[src/rtl/ic74165_piso_pkg.sv]
// Shared definitions for the 74165-style parallel-in/serial-out block:
// FSM state encoding and the default word width.
package ic74165_piso_pkg;

  localparam int DEFAULT_WIDTH = 8;

  typedef enum logic {
    IDLE  = 1'b0,
    SHIFT = 1'b1
  } state_t;

endpackage

[src/rtl/ic74165_piso_if.sv]
// Load handshake, shift control and serial outputs of the PISO block.
// master = the side that supplies words and shift ticks; slave = the PISO.
interface ic74165_piso_if import ic74165_piso_pkg::*; #(
  parameter int WIDTH = DEFAULT_WIDTH
) ();

  logic [WIDTH-1:0] data;
  logic             load_valid;
  logic             load_ready;
  logic             shift_en;
  logic             ser;
  logic             q;
  logic             q_n;
  logic             busy;
  logic             done;

  modport master (
    output data, load_valid, shift_en, ser,
    input  load_ready, q, q_n, busy, done
  );

  modport slave (
    input  data, load_valid, shift_en, ser,
    output load_ready, q, q_n, busy, done
  );

endinterface

[src/rtl/ic74xx_bit_counter.sv]
// Saturating bit counter with synchronous clear; tc flags the enable that
// brings the count to WIDTH, so the caller can finish on that same edge.
module ic74xx_bit_counter import ic74165_piso_pkg::*; #(
  parameter int WIDTH = DEFAULT_WIDTH,
  localparam int CW = $clog2(WIDTH + 1)
) (
  input  logic clk,
  input  logic rst,
  input  logic clr,
  input  logic en,
  output logic tc
);

  logic [CW-1:0] count_reg;
  logic [CW-1:0] count_next;

  always_comb begin
    count_next = count_reg;
    if (clr) begin
      count_next = '0;
    end else if (en && (count_reg != CW'(WIDTH))) begin
      count_next = count_reg + 1'b1;
    end
  end

  always_ff @(posedge clk) begin
    if (rst) begin
      count_reg <= '0;
    end else begin
      count_reg <= count_next;
    end
  end

  assign tc = en && !clr && (count_reg == CW'(WIDTH - 1));

endmodule

[src/rtl/ic74165_piso.sv]
// 74165-style serializer: captures a parallel word in IDLE, then shifts it
// out one bit per shift_en tick, filling the vacated end from ser.
module ic74165_piso import ic74165_piso_pkg::*; #(
  parameter int WIDTH     = DEFAULT_WIDTH,
  parameter int MSB_FIRST = 1
) (
  input logic           clk,
  input logic           rst,
  ic74165_piso_if.slave bus
);

  state_t           state_reg;
  state_t           state_next;
  logic [WIDTH-1:0] shift_reg;
  logic [WIDTH-1:0] shift_next;
  logic [WIDTH-1:0] shifted;
  logic             done_reg;
  logic             done_next;
  logic             cnt_clr;
  logic             cnt_en;
  logic             cnt_tc;
  logic             q_bit;

  // Each bit takes its neighbour on the far side from the output end;
  // the end furthest from the output is refilled from ser.
  for (genvar gi = 0; gi < WIDTH; gi++) begin : g_bit
    if (MSB_FIRST != 0) begin : g_msb
      if (gi == 0) begin : g_fill
        assign shifted[gi] = bus.ser;
      end else begin : g_move
        assign shifted[gi] = shift_reg[gi-1];
      end
    end else begin : g_lsb
      if (gi == WIDTH - 1) begin : g_fill
        assign shifted[gi] = bus.ser;
      end else begin : g_move
        assign shifted[gi] = shift_reg[gi+1];
      end
    end
  end

  if (MSB_FIRST != 0) begin : g_out_msb
    assign q_bit = shift_reg[WIDTH-1];
  end else begin : g_out_lsb
    assign q_bit = shift_reg[0];
  end

  ic74xx_bit_counter #(
    .WIDTH (WIDTH)
  ) u_bit_counter (
    .clk (clk),
    .rst (rst),
    .clr (cnt_clr),
    .en  (cnt_en),
    .tc  (cnt_tc)
  );

  always_comb begin
    state_next = state_reg;
    shift_next = shift_reg;
    done_next  = 1'b0;
    cnt_clr    = 1'b0;
    cnt_en     = 1'b0;
    case (state_reg)
      IDLE: begin
        // shift_en is deliberately ignored here, so a coincident load wins
        if (bus.load_valid) begin
          shift_next = bus.data;
          cnt_clr    = 1'b1;
          state_next = SHIFT;
        end
      end
      SHIFT: begin
        if (bus.shift_en) begin
          shift_next = shifted;
          cnt_en     = 1'b1;
          if (cnt_tc) begin
            state_next = IDLE;
            done_next  = 1'b1;
          end
        end
      end
    endcase
  end

  always_ff @(posedge clk) begin
    if (rst) begin
      state_reg <= IDLE;
      shift_reg <= '0;
      done_reg  <= 1'b0;
    end else begin
      state_reg <= state_next;
      shift_reg <= shift_next;
      done_reg  <= done_next;
    end
  end

  assign bus.load_ready = (state_reg == IDLE);
  assign bus.busy       = (state_reg == SHIFT);
  assign bus.done       = done_reg;
  assign bus.q          = q_bit;
  assign bus.q_n        = ~q_bit;

endmodule

[src/flat_wrapper.sv]
// flat-port wrapper written by rule: the top's interface ports become plain ports
module ic74165_piso_flat import ic74165_piso_pkg::*;
#(
  parameter int WIDTH     = DEFAULT_WIDTH,
  parameter int MSB_FIRST = 1
)
  (clk, rst, bus_data, bus_load_valid, bus_shift_en, bus_ser, bus_load_ready, bus_q, bus_q_n, bus_busy, bus_done);
  ic74165_piso_if #(.WIDTH(WIDTH)) bus_i ();
  input logic clk;
  input logic rst;
  input wire logic [$bits(bus_i.data)-1:0] bus_data;
  input wire logic [$bits(bus_i.load_valid)-1:0] bus_load_valid;
  input wire logic [$bits(bus_i.shift_en)-1:0] bus_shift_en;
  input wire logic [$bits(bus_i.ser)-1:0] bus_ser;
  output wire logic [$bits(bus_i.load_ready)-1:0] bus_load_ready;
  output wire logic [$bits(bus_i.q)-1:0] bus_q;
  output wire logic [$bits(bus_i.q_n)-1:0] bus_q_n;
  output wire logic [$bits(bus_i.busy)-1:0] bus_busy;
  output wire logic [$bits(bus_i.done)-1:0] bus_done;
  assign bus_i.data = bus_data;
  assign bus_i.load_valid = bus_load_valid;
  assign bus_i.shift_en = bus_shift_en;
  assign bus_i.ser = bus_ser;
  assign bus_load_ready = bus_i.load_ready;
  assign bus_q = bus_i.q;
  assign bus_q_n = bus_i.q_n;
  assign bus_busy = bus_i.busy;
  assign bus_done = bus_i.done;
  ic74165_piso #(.WIDTH(WIDTH), .MSB_FIRST(MSB_FIRST)) u_core (.clk(clk), .rst(rst), .bus(bus_i));
endmodule
[config.mk]
export PLATFORM = sky130hd
export DESIGN_NAME = ic74165_piso_flat
export DESIGN_NICKNAME = d
export VERILOG_FILES = /design/src/rtl/ic74165_piso_pkg.sv /design/src/rtl/ic74165_piso_if.sv /design/src/rtl/ic74xx_bit_counter.sv /design/src/rtl/ic74165_piso.sv /design/src/flat_wrapper.sv
export SDC_FILE = /design/constraint.sdc
export NUM_CORES = 1
export LEC_CHECK = 0
export ABC_CLOCK_PERIOD_IN_PS = 1600
export CORE_ASPECT_RATIO = 1.75
export CORE_UTILIZATION = 23
export DETAILED_ROUTE_END_ITERATION = 6
export HOLD_SLACK_MARGIN = 0.06
export PLACE_DENSITY = 0.44
export SLEW_MARGIN = 20
export SYNTH_ARGS = -nofsm -noshare
export SYNTH_HDL_FRONTEND = slang
export SYNTH_SLANG_ARGS = --single-unit
[constraint.sdc]
create_clock -name clk -period 1.6 [get_ports clk]
set_input_delay 0.32 -clock clk [delete_from_list [all_inputs] [get_ports clk]]
set_output_delay 0.32 -clock clk [all_outputs]
set_load 0.02 [all_outputs]
==> reports/results.tsv <==
metric	value	unit
clk_lat worst skew	0.24	ns
Synth cell types	24	
Final ANT Viol Nets	0	
Hold Vio Cnt, Final	0	
post-synthesis mux area share	14.2	%
WP data arrival	1.19	ns
fmax	662	MHz
Avg Cell Area, Syn	9.32	sq um
DRT Pass-1 Iters	2	
Final Critical Period	1.51	ns
Vias/cell	4.76	
number of CTS-inserted buffers	3	
Area Growth Syn to Fin	43.6	%
crit path cell chain	clkdlybuf4s50_1	
Crit path required time	1.28	ns
CP Capture Type	primary output	
# Post-CTS Setup Buffers	0	
largest family of logic cells by synthesized area	compound AO/OA/AOI/OAI gates	
Crit path largest cell delay	0.61	ns
Post-DP Area	876	sq um
initial core utilization	23.9	%
Syn Nets	84	
layout cells sized above 1	14.1	%
flops & latches, synth	14	
Placed Instances	116	
status	finished clean	
Final setup viols	0	
CTS Root Cell	clkbuf_8	
core area	0.00269	sq mm
clk sinks	14	
Post-DP HPWL	1080	microns
post-synthesis sequential area ratio	43.6	%
PwrDens	876	mW/mm^2
Post-Synth Adder-Cell Area	3.89	%
vias	567	
buffers plus inverters on the worst setup path	1	
Post-Layout Cell Count	119	
post-layout util	34.3	%
max reg flops	8	
maxcap violations	0	
initial antenna violation count	0	
fin area	923	sq um
ANT cells	0	
cell leakage power	0.369	nW
Gate Count Post-Synth	69	
GRT Residual Overflow	0	
Post-CTS Hold Fix Bufs	0	
worst hold-check path type	flip-flop to flip-flop	
Chip Width	42.0	microns
Synth Area in Compound Gates	16.9	%
Die H	72.0	microns
relative slew slack	79.6	%
Port-buffer cells	17	
Final period util	94.4	%
Layout Nets	109	
Post-Synthesis Cell Area	643	sq um
htree depth	1	
CTS max path bufs	2	
clk_skew	0.00110	ns
total routed wirelength	1400	microns
CTS tree	built	
worst slew pin tran	0.306	ns
slowest CP cell	clkdlybuf4s50_1	
die area	0.00302	sq mm
DR WL/cell	11.8	microns
Post-Synth XOR/XNOR Area	0	%
Power Total	0.809	mW
Fillers	299	
largest net degree at the start of global routing	17	
RSZ-0062 raised after global routing	no	
Slew Limit Fails	0	
Simple-Gate Fraction of Synth Area	16.5	%
All-Layer GR Usage	10.4	%
first-iteration detailed-routing DRC count	9	
critical path class	flip-flop to primary output	
drc violations	0	
first-pass GRT wire length	2390	microns
VDD IR max	0.000426	V
Std-Cell Rows	25	
vias in the first global route	563	
# IOs	18	
Synth Warn #	0	
final hold slack	0.494	ns
Worst Setup Start Kind	flip-flop	
RePlAce Congestion	0.765	
Reg clk slew, reported paths	0.05	ns
Crit path max-delay family	buffers and inverters	
Worst Path Max Fanout	3	
[per-stage QoR]
step           setup TNS (ns)  worst slack [ns]
2_1_floorplan               0             0.182
3_3_place_gp          -0.0399           -0.0209
3_5_place_dp           -0.121           -0.0539
4_1_cts                     0            0.0291
5_1_grt                     0            0.0349
6_report                    0            0.0892
[placed cells by master (no fill, tap or decap), types with 2 or more instances in the layout]
cell type        instances
buf_4                    6
nand2_1                  2
a21oi_1                  4
a211oi_1                 8
clkdlybuf4s50_1         15
nor2_1                   9
dfxtp_1                 13
ha_1                     2
inv_1                    4
clkbuf_8                 3
mux2i_1                  8
o21ai_0                  3
dlymetal6s2s_1           2
[cell families (layout without fill, tap and decap cells)]
logic type,count (synthesis),count (layout)
adders and majority gates,2,2
buffers and inverters,7,30
muxes,9,9
and+or+nand+nor,20,20
DFF,14,14
AOI/OAI and AO/OA,17,17
[Yosys cell counts]
master    instances  area (sq um)
clkbuf_1          1          3.75
nand3_1           1          5.00
o21ai_0           3          15.0
a211oi_1          8          60.1
nor2_1            9          33.8
or3b_2            1          8.76
o22ai_1           1          6.26
mux2i_1           8          80.1
nand2_1           2          7.51
or3_1             1          6.26
or4b_1            1          10.0
buf_4             1          7.51
a21oi_1           4          20.0
nand3b_1          1          7.51
buf_2             1          5.00
nor3_1            1          5.00
or3_2             1          7.51
mux2_2            1          11.3
ha_1              2          25.0
inv_1             4          15.0
dfxtp_1          14           280
a21o_1            1          7.51
and3b_1           1          8.76
nand4_1           1          6.26
[per-layer routing]
metal | vias to the layer above | GRT usage, % | wire length, microns
li1 | 298 | - | -
met3 | 2 | 1.74 | 57
met1 | 253 | 11.6 | 612
met4 | 0 | 6.45 | 15
met2 | 14 | 17.9 | 713
met5 | - | 0 | 0
[what timing repair did]
action                                  4_1_cts  5_1_grt
hold endpoints to repair                      0        0
gates resized for setup                       0        3
endpoints found under the setup margin        0        3
[path summary, 6_finish.rpt]
| check | slack (ns) | start | cells after the start | end |
|---|---|---|---|---|
| worst max-delay path | 0.09 | u_core.shift_reg[7] | 1 | bus_q |
| worst max register to register | 0.13 | u_core.u_bit_counter.count_reg[1] | 5 | u_core.u_bit_counter.count_reg[2] |
| worst min-delay path | 0.49 | u_core.u_bit_counter.count_reg[1] | 2 | u_core.u_bit_counter.count_reg[1] |
| worst min register to register | 0.49 | u_core.u_bit_counter.count_reg[1] | 2 | u_core.u_bit_counter.count_reg[1] |
[report_power, final]
group          internal, mW  switching (mW)
Clock                 0.166           0.112
Combinational        0.0802          0.0669
Sequential            0.371          0.0118
[cell type report]
type | instances | area, sq um | area share [%]
inverters | 4 | 15.0 | 1.63
well taps | 27 | 33.8 | 3.66
flip-flops and latches | 14 | 282 | 30.5
repair buffers | 23 | 220 | 23.8
multi-input cells | 48 | 332 | 35.9
clock buffers | 3 | 41.3 | 4.47
(Power assumes the default switching activity.)
